==> src/rtl/creg_arb_pkg.sv <==
// Shared definitions for the creg_arb locked round-robin register arbiter.
package creg_arb_pkg;
  localparam int NREQ   = 4;
  localparam int IDX_W  = 2;
  localparam int LCNT_W = 8;

  typedef enum logic {OPEN, LOCKED} arb_state_t;
endpackage

==> src/rtl/creg_arb_rr_pick4.sv <==
// rr_pick4: combinational rotating-priority picker, one-hot grant to the
// first requester at or after ptr, searching mod 4.
module rr_pick4
  import creg_arb_pkg::*;
(
  input  logic [NREQ-1:0]  req,
  input  logic [IDX_W-1:0] ptr,
  output logic [NREQ-1:0]  gnt
);

  logic [IDX_W-1:0] idx;
  logic             found;

  always_comb begin
    gnt   = '0;
    idx   = '0;
    found = 1'b0;
    for (int i = 0; i < NREQ; i++) begin
      idx = ptr + IDX_W'(i);
      if (!found && req[idx]) begin
        gnt[idx] = 1'b1;
        found    = 1'b1;
      end
    end
  end

endmodule

==> src/rtl/creg_arb.sv <==
// creg_arb: four-requester shared register with round-robin arbitration and
// bounded lock ownership. Define CREG_ARB_BYPASS_EN to forward Q_NEXT onto Q_OUT.
module creg_arb
  import creg_arb_pkg::*;
#(
  parameter int               width   = 1,
  parameter logic [width-1:0] init    = '0,
  parameter int               maxlock = 8
) (
  input  logic             CLK,
  input  logic             RST,
  input  logic             REQ_0,
  input  logic             REQ_1,
  input  logic             REQ_2,
  input  logic             REQ_3,
  input  logic             LOCK_0,
  input  logic             LOCK_1,
  input  logic             LOCK_2,
  input  logic             LOCK_3,
  input  logic [width-1:0] D_IN_0,
  input  logic [width-1:0] D_IN_1,
  input  logic [width-1:0] D_IN_2,
  input  logic [width-1:0] D_IN_3,
  output logic             GNT_0,
  output logic             GNT_1,
  output logic             GNT_2,
  output logic             GNT_3,
  output logic [width-1:0] Q_OUT,
  output logic [width-1:0] Q_NEXT,
  output logic [1:0]       OWNER,
  output logic             LOCKED
);

  logic [NREQ-1:0]   req_v;
  logic [NREQ-1:0]   lock_v;
  logic [NREQ-1:0]   pick_gnt;
  logic [NREQ-1:0]   gnt_v;
  logic [width-1:0]  d_v [NREQ];

  arb_state_t        state_q, state_d;
  logic [IDX_W-1:0]  ptr_q, ptr_d;
  logic [IDX_W-1:0]  owner_q, owner_d;
  logic [LCNT_W-1:0] lcnt_q, lcnt_d;
  logic [width-1:0]  q_reg, q_nxt;

  assign req_v  = {REQ_3, REQ_2, REQ_1, REQ_0};
  assign lock_v = {LOCK_3, LOCK_2, LOCK_1, LOCK_0};
  assign d_v[0] = D_IN_0;
  assign d_v[1] = D_IN_1;
  assign d_v[2] = D_IN_2;
  assign d_v[3] = D_IN_3;

  rr_pick4 u_pick (
    .req (req_v),
    .ptr (ptr_q),
    .gnt (pick_gnt)
  );

  // The enum member LOCKED is shadowed by the port, so states are scoped.
  always_comb begin
    gnt_v   = '0;
    q_nxt   = q_reg;
    state_d = state_q;
    ptr_d   = ptr_q;
    owner_d = owner_q;
    lcnt_d  = lcnt_q;
    if (!RST) begin
      q_nxt = init;
    end else begin
      case (state_q)
        creg_arb_pkg::OPEN: begin
          gnt_v = pick_gnt;
          for (int i = 0; i < NREQ; i++) begin
            if (pick_gnt[i]) begin
              q_nxt = d_v[i];
              if (lock_v[i]) begin
                state_d = creg_arb_pkg::LOCKED;
                owner_d = IDX_W'(i);
                lcnt_d  = LCNT_W'(1);
              end else begin
                ptr_d = IDX_W'(i + 1);
              end
            end
          end
        end
        creg_arb_pkg::LOCKED: begin
          gnt_v[owner_q] = req_v[owner_q];
          if (req_v[owner_q]) begin
            q_nxt = d_v[owner_q];
          end
          // Leave on a dropped request, a released lock, or an exhausted budget.
          if (!req_v[owner_q] || !lock_v[owner_q] || lcnt_q == LCNT_W'(maxlock)) begin
            state_d = creg_arb_pkg::OPEN;
            ptr_d   = owner_q + 2'd1;
            lcnt_d  = '0;
          end else begin
            lcnt_d = lcnt_q + LCNT_W'(1);
          end
        end
        default: begin
          state_d = creg_arb_pkg::OPEN;
        end
      endcase
    end
  end

  always_ff @(posedge CLK) begin
    if (!RST) begin
      state_q <= creg_arb_pkg::OPEN;
      ptr_q   <= '0;
      owner_q <= '0;
      lcnt_q  <= '0;
      q_reg   <= init;
    end else begin
      state_q <= state_d;
      ptr_q   <= ptr_d;
      owner_q <= owner_d;
      lcnt_q  <= lcnt_d;
      q_reg   <= q_nxt;
    end
  end

  assign GNT_0  = gnt_v[0];
  assign GNT_1  = gnt_v[1];
  assign GNT_2  = gnt_v[2];
  assign GNT_3  = gnt_v[3];
  assign Q_NEXT = q_nxt;
  assign OWNER  = owner_q;
  assign LOCKED = (state_q == creg_arb_pkg::LOCKED);

`ifdef CREG_ARB_BYPASS_EN
  assign Q_OUT = q_nxt;
`else
  assign Q_OUT = q_reg;
`endif

endmodule

==> config.mk <==
export PLATFORM = sky130hd
export DESIGN_NAME = creg_arb
export DESIGN_NICKNAME = d
export VERILOG_FILES = /design/src/rtl/creg_arb_pkg.sv /design/src/rtl/creg_arb_rr_pick4.sv /design/src/rtl/creg_arb.sv
export SDC_FILE = /design/constraint.sdc
export NUM_CORES = 1
export LEC_CHECK = 0
export BUFFER_PORTS_ARGS = -buffer_cell sky130_fd_sc_hd__buf_4
export CELL_PAD_IN_SITES_DETAIL_PLACEMENT = 1
export CELL_PAD_IN_SITES_GLOBAL_PLACEMENT = 1
export CORE_MARGIN = 1
export CORE_UTILIZATION = 35
export CTS_BUF_LIST = sky130_fd_sc_hd__clkbuf_4 sky130_fd_sc_hd__clkbuf_8 sky130_fd_sc_hd__clkbuf_16
export CTS_CLUSTER_SIZE = 16
export DETAILED_ROUTE_END_ITERATION = 7
export PLACE_DENSITY_LB_ADDON = 0.3
export SKIP_CTS_REPAIR_TIMING = 1
export SYNTH_ARGS = -nofsm -noshare
export SYNTH_HDL_FRONTEND = slang
export SYNTH_SLANG_ARGS = --single-unit
==> constraint.sdc <==
create_clock -name CLK -period 4 [get_ports CLK]
set_clock_uncertainty 0.15 [all_clocks]
set_input_delay 0 -clock CLK [delete_from_list [all_inputs] [get_ports CLK]]
set_output_delay 0 -clock CLK [all_outputs]
set_load 0.02 [all_outputs]
==> results of run 1 <==
[cells in the mapped netlist (all sizes together) (2+ instances only)]
master and instances:
nand2 21, o21ai 21, dfxtp 14, inv 13, nor2 13, ha 12
a21oi 6, and2 6, mux4 6, nand3 6, nand2b 5, o31ai 5
a21boi 4, nor2b 4, nor3 4, nor3b 4, a21o 3, clkbuf 3
o211ai 3, o21a 3, o31a 3, a221oi 2, nand3b 2, o311a 2
or2 2, or3 2
[flip-flops by register name, indices dropped and copies added, names as in the netlist]
signal,cells
lcnt_q,8
OWNER,2
Q_OUT,1
ptr_q,2
LOCKED,1
[cell type report]
class                   count  area (um2)  share of cell area (%)
inverters                  13        48.8                    2.69
multi-input cells         154        1180                    65.2
well taps                  50        62.6                    3.45
clock buffers               4        55.1                    3.03
repair buffers             24         185                    10.2
flip-flops and latches     14         280                    15.4
[stage by stage]
step                      utilization [%]  std cells
after global routing                 44.4        259
after detailed placement             42.6        253
after global placement               42.6        253
after CTS                            43.9        257
after floorplan                         -        185
final                                44.4        259
[worst max-delay path, stage by stage (launching register included)]
cell and delay, ns:
dfxtp_1 0.53, inv_1 0.19, ha_1 0.41, mux4_2 0.64, nor3b_1 0.59, nor3_1 0.20, a211oi_2 0.30, o211ai_1 0.13
buf_4 0.18
[cells by family (layout without fill, tap and decap cells)]
logic type	Yosys count	in the layout	share of synthesized area (%)
AND/OR/NAND/NOR	74	74	26.1
AO/OA/AOI/OAI	60	60	31.3
flip-flops	14	14	18.3
XOR/XNOR	1	1	0.573
buffers and inverters	17	41	4.26
adder cells (fa/ha/maj)	12	12	9.83
multiplexers	7	7	9.58
[power groups by stage]
stage / sequential, uW / combinational, uW / clock, uW
floorplan: 237 / 544 / 0
detailed placement: 272 / 753 / 0
CTS: 269 / 758 / 146
global route: 281 / 827 / 150
finish: 270 / 758 / 141
global placement: 265 / 721 / 0
[worst min path at each step]
stage | slack, ns | from | depth (start not counted) | to
2_1_floorplan | -0.03 | RST | 1 | OWNER[1]
3_3_place_gp | 0.13 | RST | 2 | OWNER[1]
3_5_place_dp | 0.14 | RST | 2 | OWNER[1]
4_1_cts | -0.13 | RST | 2 | OWNER[1]
5_1_grt | 0.01 | LOCK_2 | 3 | ptr_q[0]
6_report | -0.01 | LOCK_2 | 3 | ptr_q[0]
[layer usage]
layer  global-route usage, %  vias up  routed length (um)  share of wire (%)
met2                    40.6       25                2470                 51
met1                    28.2      740                2210                 46
met4                    9.38        0                  70                1.5
li1                        -      730                   -                  -
met5                       0        -                   0                  0
met3                    1.67        8                  62                1.3
==> impl_summary.txt, run 1 <==
----------------------------------------------------
[Outcome]
  Outcome ... finished, violations left
  Violated checks ... negative hold slack

[Synthesis]
  Seq/Total Area, Yosys ... 18.3%
  Register bit total from synthesis ... 14
  Netlist cell types ... 50
  Cell count after synthesis ... 185
  Post-Syn Area ... 1530 um2
  Leading post-synthesis cells by cell area ... dfxtp_1 (18%), ha_1 (9.8%), mux4_2 (8.8%), nand2_1 (5.2%), o21ai_0 (3.3%)
  Number of enable flip-flop cells after synthesis ... 0
  Leading area contributor after synthesis ... dfxtp_1
  Asr flop ratio synth ... 0%
  Yosys warning total ... 0
  Synthesized net count ... 211
  Post-synth top area share ... 18.3%
  Mean Syn Cell Area ... 8.26 um2
  Dominant register cell in the synthesized netlist ... dfxtp_1

[Setup path]
  Worst R2R End ... lcnt_q[0]
  Startpoint Class ... flip-flop
  Destination of the critical timing path ... Q_NEXT
  Critical-path maximum fanout ... 9
  Arrival @ worst endpoint ... 3.41 ns
  Number of cell instances on the worst register-to-register path ... 8
  Data required time at the worst endpoint ... 3.85 ns
  Reg2Reg Launch Point ... ptr_q[0]
  Worst setup slack for register-to-register paths ... 0.65 ns
  Kind of end point of the critical path ... primary output
  Source of the critical timing path ... ptr_q[0]
  Classification of the worst setup path ... reg2out

[Power]
  Sw Ratio ... 49.8%
  Design Power ... 1170 uW
  Flop pwr share ... 23.1%
  Internal power summed over all cells ... 587 uW
  Peak supply drop ... 209 uV
  Power density normalized to cell area ... 644 nW/um2
  Net Sw Power ... 583 uW
  Part of the power in combinational logic ... 64.8%
  Total leakage power ... 0.000709 uW
  Power share of the clock group ... 12.1%

[Placement]
  Number of buffers added on ports ... 22
  Post-DP HPWL ... 3790 um
  Placement Cell Area ... 1740 um2
  Final RePlAce weighted congestion ... 0.883
  Worst slack at placement ... 0.626 ns

[Floorplanning]
  Placement Rows ... 23
  Die Outline Area ... 4630 um2
  Core footprint ... 4090 um2
  Die extent in x ... 68.1 um
  IO Pins ... 23
  Initial core utilization ... 37.4%
  Die Y ... 68.1 um

[Layout]
  Number of nets in the final layout ... 236
  Most frequent cells in the layout ... buf_4 (22), nand2_1 (21), dfxtp_1 (14)
  Share of final-layout standard cells stronger than drive strength 1 ... 23.9%
  Area of all placed cells without fillers ... 1810 um2
  Antenna diode count ... 0
  Most common library cell in the layout ignoring fill and taps ... buf_4
  Area growth syn-to-layout ... 18.8%
  Fill cell total of the finished layout ... 512

[Clock network]
  Number of buffers on the longest clock path ... 2
  Clock root cell ... clkbuf_8
  Clock buffer count from CTS ... 3
  CTS tree ... built
  CTS H-tree lvls ... 1
  Clock-pin slew on the worst setup and hold paths ... 0.06 ns
  Sinks on the clock net ... 14
  Clock latency on the worst-skew pair ... 0.25 ns

[STA]
  Final WS setup ... 0.438 ns
  Setup violations, final ... 0
  RSZ-0062 raised after global routing ... no
  Number of max-slew violations in the final report ... 0
  Final hold vios ... 1
  Slew at the pin closest to its max-slew limit ... 0.905 ns
  Highest clock rate ... 0.281 GHz
  WHS ... -0.0117 ns
  Fin crit share ... 89.0%
  Clock period minus worst slack ... 3.56 ns
  Final setup TNS ... 0 ns
  Worst slew margin relative to its limit ... 39.6%

[Drt]
  Detailed-router iteration count before antenna repair ... 4
  Starting DRT DRC Count ... 80
  Via count normalized by instance count ... 5.80
  Average routed wire per standard cell ... 18.6 um
  WL final ... 4810 um
  Vias after detailed routing ... 1503
  Number of remaining DRC errors ... 0
  Number of nets still failing antenna checks after routing ... 0

[Job]
  Count of max-cap constraint violations ... 0

[Global route]
  Initial antenna violation count ... 0
  Pin count of the biggest net entering global routing ... 26
  Total global-route track usage ... 22.9%
  Vias in the first global route ... 1556
  Wire length of the first global-routing pass ... 7710 um
  Overflow left after global routing ... 0

[Min path]
  Class of the tightest hold or removal check ... in2reg

----------------------------------------------------
(Power assumes the default switching activity.)
==> inputs of run 2 (changes only) <==
Settings changed: RECOVER_POWER set to 25.
==> impl_summary.txt, run 2 (synthesis results as in run 1) <==
----------------------------------------------------
[Layout]
  Most frequent cells in the layout ... nand2_1 (21), buf_4 (18), dfxtp_1 (14)
  Antenna diode count ... 0 (unchanged)
  Share of final-layout standard cells stronger than drive strength 1 ... 22.0% (-1.9 points)
  Number of nets in the final layout ... 236 (unchanged)
  Largest reg by FF count ... lcnt_q
  Final core utilization ... 44.0% (-0.37 points)
  Most common library cell in the layout ignoring fill and taps ... nand2_1
  Max reg flops ... 8 (unchanged)
  Area growth syn-to-layout ... 17.8%
  Filler-free cell count of the finished design ... 259 (unchanged)

[Job]
  Count of max-cap constraint violations ... 0 (unchanged)

[Drt]
  WL final ... 4810 um (about the same)
  Number of nets still failing antenna checks after routing ... 0 (unchanged)
  Number of remaining DRC errors ... 0 (unchanged)
  Vias after detailed routing ... 1494 (-0.60%)
  Average routed wire per standard cell ... 18.6 um (about the same)
  Detailed-router iteration count before antenna repair ... 5 (+1)
  Starting DRT DRC Count ... 89 (+11%)
  Via count normalized by instance count ... 5.77 (-0.60%)

[STA]
  Setup violations, final ... 0 (unchanged)
  WHS ... -0.0118 ns (-0.000119 ns)
  Worst slew margin relative to its limit ... 39.5% (-0.053 points)
  Final hold vios ... 1 (unchanged)
  RSZ-0062 raised after global routing ... no
  Final setup TNS ... 0 ns (unchanged)
  Slew at the pin closest to its max-slew limit ... 0.906 ns (+0.000795 ns)
  Number of max-slew violations in the final report ... 0 (unchanged)
  Highest clock rate ... 0.280 GHz (-0.41%)
  Clock period minus worst slack ... 3.58 ns (+0.0148 ns)
  Fin crit share ... 89.4% (+0.37 points)

[Floorplanning]
  IO Pins ... 23 (unchanged)
  Die Y ... 68.1 um (unchanged)
  Placement Rows ... 23 (unchanged)
  Die extent in x ... 68.1 um (unchanged)
  Die Outline Area ... 4630 um2 (unchanged)
  Initial core utilization ... 37.4% (unchanged)
  Core footprint ... 4090 um2 (unchanged)

[Clock network]
  Clock buffer count from CTS ... 3 (unchanged)
  Number of buffers on the longest clock path ... 2 (unchanged)
  Clock-pin slew on the worst setup and hold paths ... 0.06 ns (about the same)
  Sinks on the clock net ... 14 (unchanged)
  Clock root cell ... clkbuf_8
  CTS tree ... built
  CTS H-tree lvls ... 1 (unchanged)
  Clock latency on the worst-skew pair ... 0.25 ns (about the same)

[Global route]
  Pin count of the biggest net entering global routing ... 26 (unchanged)
  Wire length of the first global-routing pass ... 7710 um (unchanged)
  Overflow left after global routing ... 0 (unchanged)
  Initial antenna violation count ... 0 (unchanged)
  Vias in the first global route ... 1556 (unchanged)
  Total global-route track usage ... 22.9% (unchanged)

[Setup path]
  Data required time at the worst endpoint ... 3.85 ns (about the same)
  Arrival @ worst endpoint ... 3.43 ns (+0.02 ns)
  Critical-path cell with the highest stage delay ... mux4_2
  Critical-path maximum fanout ... 9 (unchanged)
  Worst setup slack for register-to-register paths ... 0.65 ns (about the same)
  Classification of the worst setup path ... reg2out
  Largest stage delay, worst path ... 0.64 ns (about the same)
  Reg2Reg Launch Point ... ptr_q[0]
  Ordered cell list for the critical path ... inv_1 > ha_1 > mux4_2 > nor3b_1 > nor3_1 > a211oi_2 > o211ai_1 > buf_4
  Kind of end point of the critical path ... primary output
  Startpoint Class ... flip-flop
  Worst R2R End ... lcnt_q[0]
  Number of cell instances on the worst register-to-register path ... 8 (unchanged)

[Placement]
  Number of buffers added on ports ... 22 (unchanged)
  Placed cells ... 253 (unchanged)
  Post-DP HPWL ... 3790 um (unchanged)
  Final RePlAce weighted congestion ... 0.883 (unchanged)

[Min path]
  Hold depth ... 3 (unchanged)
  Class of the tightest hold or removal check ... in2reg
  Terminating pin of the worst hold path ... ptr_q[0]
  Hold path startpoint ... LOCK_2

[Power]
  Peak supply drop ... 210 uV (+0.31%)
  Power density normalized to cell area ... 643 nW/um2 (-0.25%)
  Total leakage power ... 0.000693 uW (-2.3%)
  Design Power ... 1160 uW (-1.1%)

[Outcome]
  Outcome ... finished, violations left
  Violated checks ... negative hold slack

----------------------------------------------------
## run 2: changes by cell type in the layout (fill, tap and decap cells not counted), sizes merged
cell / before / now
buf: 22 / 18
clkbuf: 4 / 8
## run 2: where the power goes
group          leakage [uW]  switching, uW  total, uW  internal, uW
Combinational      0.000549            431        744           313
Sequential         0.000114           97.7        270           173
Clock             0.0000288           54.6        142          87.3
## run 2: worst max path at each step
stage | slack [ns] | startpoint | endpoint
finish | 0.42 | ptr_q[0] | Q_NEXT
CTS | 0.43 | ptr_q[0] | Q_NEXT
global placement | 0.88 | ptr_q[0] | lcnt_q[0]
floorplan | 1.12 | ptr_q[0] | Q_NEXT
global route | 0.16 | ptr_q[0] | Q_NEXT
detailed placement | 0.63 | ptr_q[0] | lcnt_q[0]
## run 2: metrics by stage
stage          instance area (um2)  worst slack, ns
2_1_floorplan                 1530             1.12
3_3_place_gp                  1740            0.878
3_5_place_dp                  1740            0.626
4_1_cts                       1790            0.426
5_1_grt                       1800            0.162
6_report                      1800            0.423
## run 2: layout make-up
class	instances	area [um2]
fill	516	2290
multi-input combinational	154	1180
sequential	14	280
timing repair buffer	24	170
tap	50	62.6
clock buffer	4	55.1
inverter	13	48.8
## run 2: per-layer routing
| metal | wire length [um] | part of all wire, % | global-route usage, % |
|---|---|---|---|
| met2 | 2460 | 51 | 40.6 |
| met1 | 2200 | 46 | 28.2 |
| met4 | 69 | 1.4 | 9.38 |
| met5 | 0 | 0 | 0 |
| met3 | 73 | 1.5 | 1.67 |
## run 2: worst max-delay path, delay by kind of cell, from the launching register on
| kind | cells | cell delay (ns) |
|---|---|---|
| DFF | 1 | 0.53 |
| muxes | 1 | 0.64 |
| AOI/OAI and AO/OA | 2 | 0.43 |
| and+or+nand+nor | 2 | 0.81 |
| adders and majority gates | 1 | 0.41 |
| buffers and inverters | 2 | 0.37 |
==> inputs of run 3 (changes only) <==
Settings changed: BUFFER_PORTS_ARGS -buffer_cell sky130_fd_sc_hd__buf_4 to -buffer_cell sky130_fd_sc_hd__buf_2, PLACE_DENSITY_LB_ADDON 0.3 to 0.1.
==> impl_summary.txt, run 3 (synthesis results as in run 1) <==
----------------------------------------------------
[Power]
  Power share of the clock group ... 12.9% (+0.6 points)
  Flop pwr share ... 23.5% (about the same)
  Part of the power in combinational logic ... 63.6% (-0.8 points)
  Net Sw Power ... 559 uW (-4.2%)
  Internal power summed over all cells ... 556 uW (-2.9%)
  Power density normalized to cell area ... 636 nW/um2 (-1.1%)
  Design Power ... 1120 uW (-3.5%)
  Peak supply drop ... 245 uV (+17%)
  Total leakage power ... 0.000680 uW (-1.8%)
  Sw Ratio ... 50.1% (-0.33 points)

[Clock network]
  Clock root cell ... clkbuf_8
  Clock-pin slew on the worst setup and hold paths ... 0.06 ns (about the same)
  Number of buffers on the longest clock path ... 2 (unchanged)
  Sinks on the clock net ... 14 (unchanged)
  CTS H-tree lvls ... 1 (unchanged)
  Clock latency on the worst-skew pair ... 0.25 ns (about the same)
  Clock buffer count from CTS ... 3 (unchanged)
  CTS tree ... built

[STA]
  Final hold vios ... 1 (unchanged)
  Slew at the pin closest to its max-slew limit ... 0.755 ns (-0.151 ns)
  RSZ-0062 raised after global routing ... no
  Fin crit share ... 86.6% (-2.8 points)
  Final setup TNS ... 0 ns (unchanged)
  WHS ... -0.00781 ns (+0.00402 ns)
  Worst slew margin relative to its limit ... 49.6% (+10 points)
  Highest clock rate ... 0.289 GHz (+3.3%)
  Number of max-slew violations in the final report ... 0 (unchanged)
  Setup violations, final ... 0 (unchanged)
  Clock period minus worst slack ... 3.46 ns (-0.114 ns)

[Floorplanning]
  IO Pins ... 23 (unchanged)
  Placement Rows ... 23 (unchanged)
  Die Y ... 68.1 um (unchanged)
  Die extent in x ... 68.1 um (unchanged)
  Core footprint ... 4090 um2 (unchanged)
  Initial core utilization ... 37.4% (unchanged)
  Die Outline Area ... 4630 um2 (unchanged)

[Global route]
  Wire length of the first global-routing pass ... 6760 um (-12%)
  Vias in the first global route ... 1354 (-13%)
  Pin count of the biggest net entering global routing ... 26 (unchanged)
  Total global-route track usage ... 20.0% (-2.8 points)
  Overflow left after global routing ... 0 (unchanged)
  Initial antenna violation count ... 0 (unchanged)

[Drt]
  WL final ... 4260 um (-12%)
  Vias after detailed routing ... 1460 (-2.3%)
  Number of nets still failing antenna checks after routing ... 0 (unchanged)
  Average routed wire per standard cell ... 16.4 um (-12%)
  Via count normalized by instance count ... 5.64 (-2.3%)
  Detailed-router iteration count before antenna repair ... 4 (-1)
  Number of remaining DRC errors ... 0 (unchanged)
  Starting DRT DRC Count ... 61 (-31%)

[Outcome]
  Outcome ... finished, violations left
  Violated checks ... negative hold slack

[Layout]
  Antenna diode count ... 0 (unchanged)
  Fill cell total of the finished layout ... 513 (-0.58%)
  Max reg flops ... 8 (unchanged)
  Area growth syn-to-layout ... 14.8%
  Most common library cell in the layout ignoring fill and taps ... nand2_1
  Share of final-layout standard cells stronger than drive strength 1 ... 22.0% (unchanged)
  Largest reg by FF count ... lcnt_q
  Number of nets in the final layout ... 236 (unchanged)
  Most frequent cells in the layout ... nand2_1 (21), buf_2 (18), dfxtp_1 (14)

[Min path]
  Hold depth ... 3 (unchanged)
  Hold path startpoint ... D_IN_1
  Class of the tightest hold or removal check ... in2reg
  Terminating pin of the worst hold path ... Q_OUT

[Setup path]
  Kind of end point of the critical path ... primary output
  Classification of the worst setup path ... reg2out
  Worst R2R End ... lcnt_q[0]
  Arrival @ worst endpoint ... 3.31 ns (-0.12 ns)
  Worst setup slack for register-to-register paths ... 0.69 ns (+0.04 ns)
  Reg2Reg Launch Point ... ptr_q[0]
  Startpoint Class ... flip-flop
  Data required time at the worst endpoint ... 3.85 ns (about the same)
  Number of cell instances on the worst register-to-register path ... 8 (unchanged)
  Critical-path maximum fanout ... 9 (unchanged)

[Job]
  Count of max-cap constraint violations ... 0 (unchanged)

[Placement]
  Final RePlAce weighted congestion ... 0.807 (-8.7%)
  Number of buffers added on ports ... 22 (unchanged)
  Post-DP HPWL ... 3380 um (-11%)

----------------------------------------------------
run 3: cell count changes in the layout (fill, tap and decap cells not counted):
cell   previous run  this run
buf_4            18         0
buf_2             0        18
run 3: layer usage:
| metal | track usage (%) | share of wire (%) |
|---|---|---|
| met1 | 26.9 | 48 |
| met2 | 33.0 | 48 |
| met3 | 1.50 | 2.2 |
| met4 | 7.81 | 1.6 |
| met5 | 0 | 0 |
run 3: layout make-up:
type                    instances  area, um2  area share [%]
multi-input cells             154       1180            67.4
flip-flops and latches         14        280            16.0
repair buffers                 24        125            7.13
well taps                      50       62.6            3.57
clock buffers                   4       55.1            3.14
inverters                      13       48.8            2.78
run 3: worst max path at each step:
stage	start	slack [ns]	endpoint
2_1_floorplan	ptr_q[0]	1.12	Q_NEXT
3_5_place_dp	ptr_q[0]	0.69	lcnt_q[0]
4_1_cts	ptr_q[0]	0.55	Q_NEXT
6_report	ptr_q[0]	0.54	Q_NEXT
3_3_place_gp	ptr_q[0]	0.77	lcnt_q[0]
5_1_grt	ptr_q[0]	0.28	Q_NEXT
run 3: stage by stage:
stage | cells | hold slack (ns) | util, % | cell area [um2] | setup WS (ns)
after floorplan | 185 | -0.0331 | - | 1530 | 1.12
after global placement | 253 | 0.171 | 41.2 | 1680 | 0.769
after detailed placement | 253 | 0.177 | 41.2 | 1680 | 0.686
after CTS | 257 | -0.0944 | 42.6 | 1740 | 0.550
after global routing | 259 | 0.0387 | 42.9 | 1750 | 0.283
final | 259 | -0.00781 | 42.9 | 1750 | 0.537
run 3: critical path: stages (launching register included):
cell      delay, ns
dfxtp_1        0.52
inv_1          0.17
ha_1           0.39
or3b_1         0.38
a2111o_1       0.55
a21boi_2       0.28
nor3_1         0.15
a211oi_2       0.30
o211ai_1       0.12
buf_2          0.17
run 3: power groups by stage:
stage	Sequential [uW]	Combinational [uW]	Clock, uW
2_1_floorplan	237	544	0
3_3_place_gp	263	700	0
6_report	262	710	144
5_1_grt	274	782	154
4_1_cts	264	720	147
3_5_place_dp	266	715	0
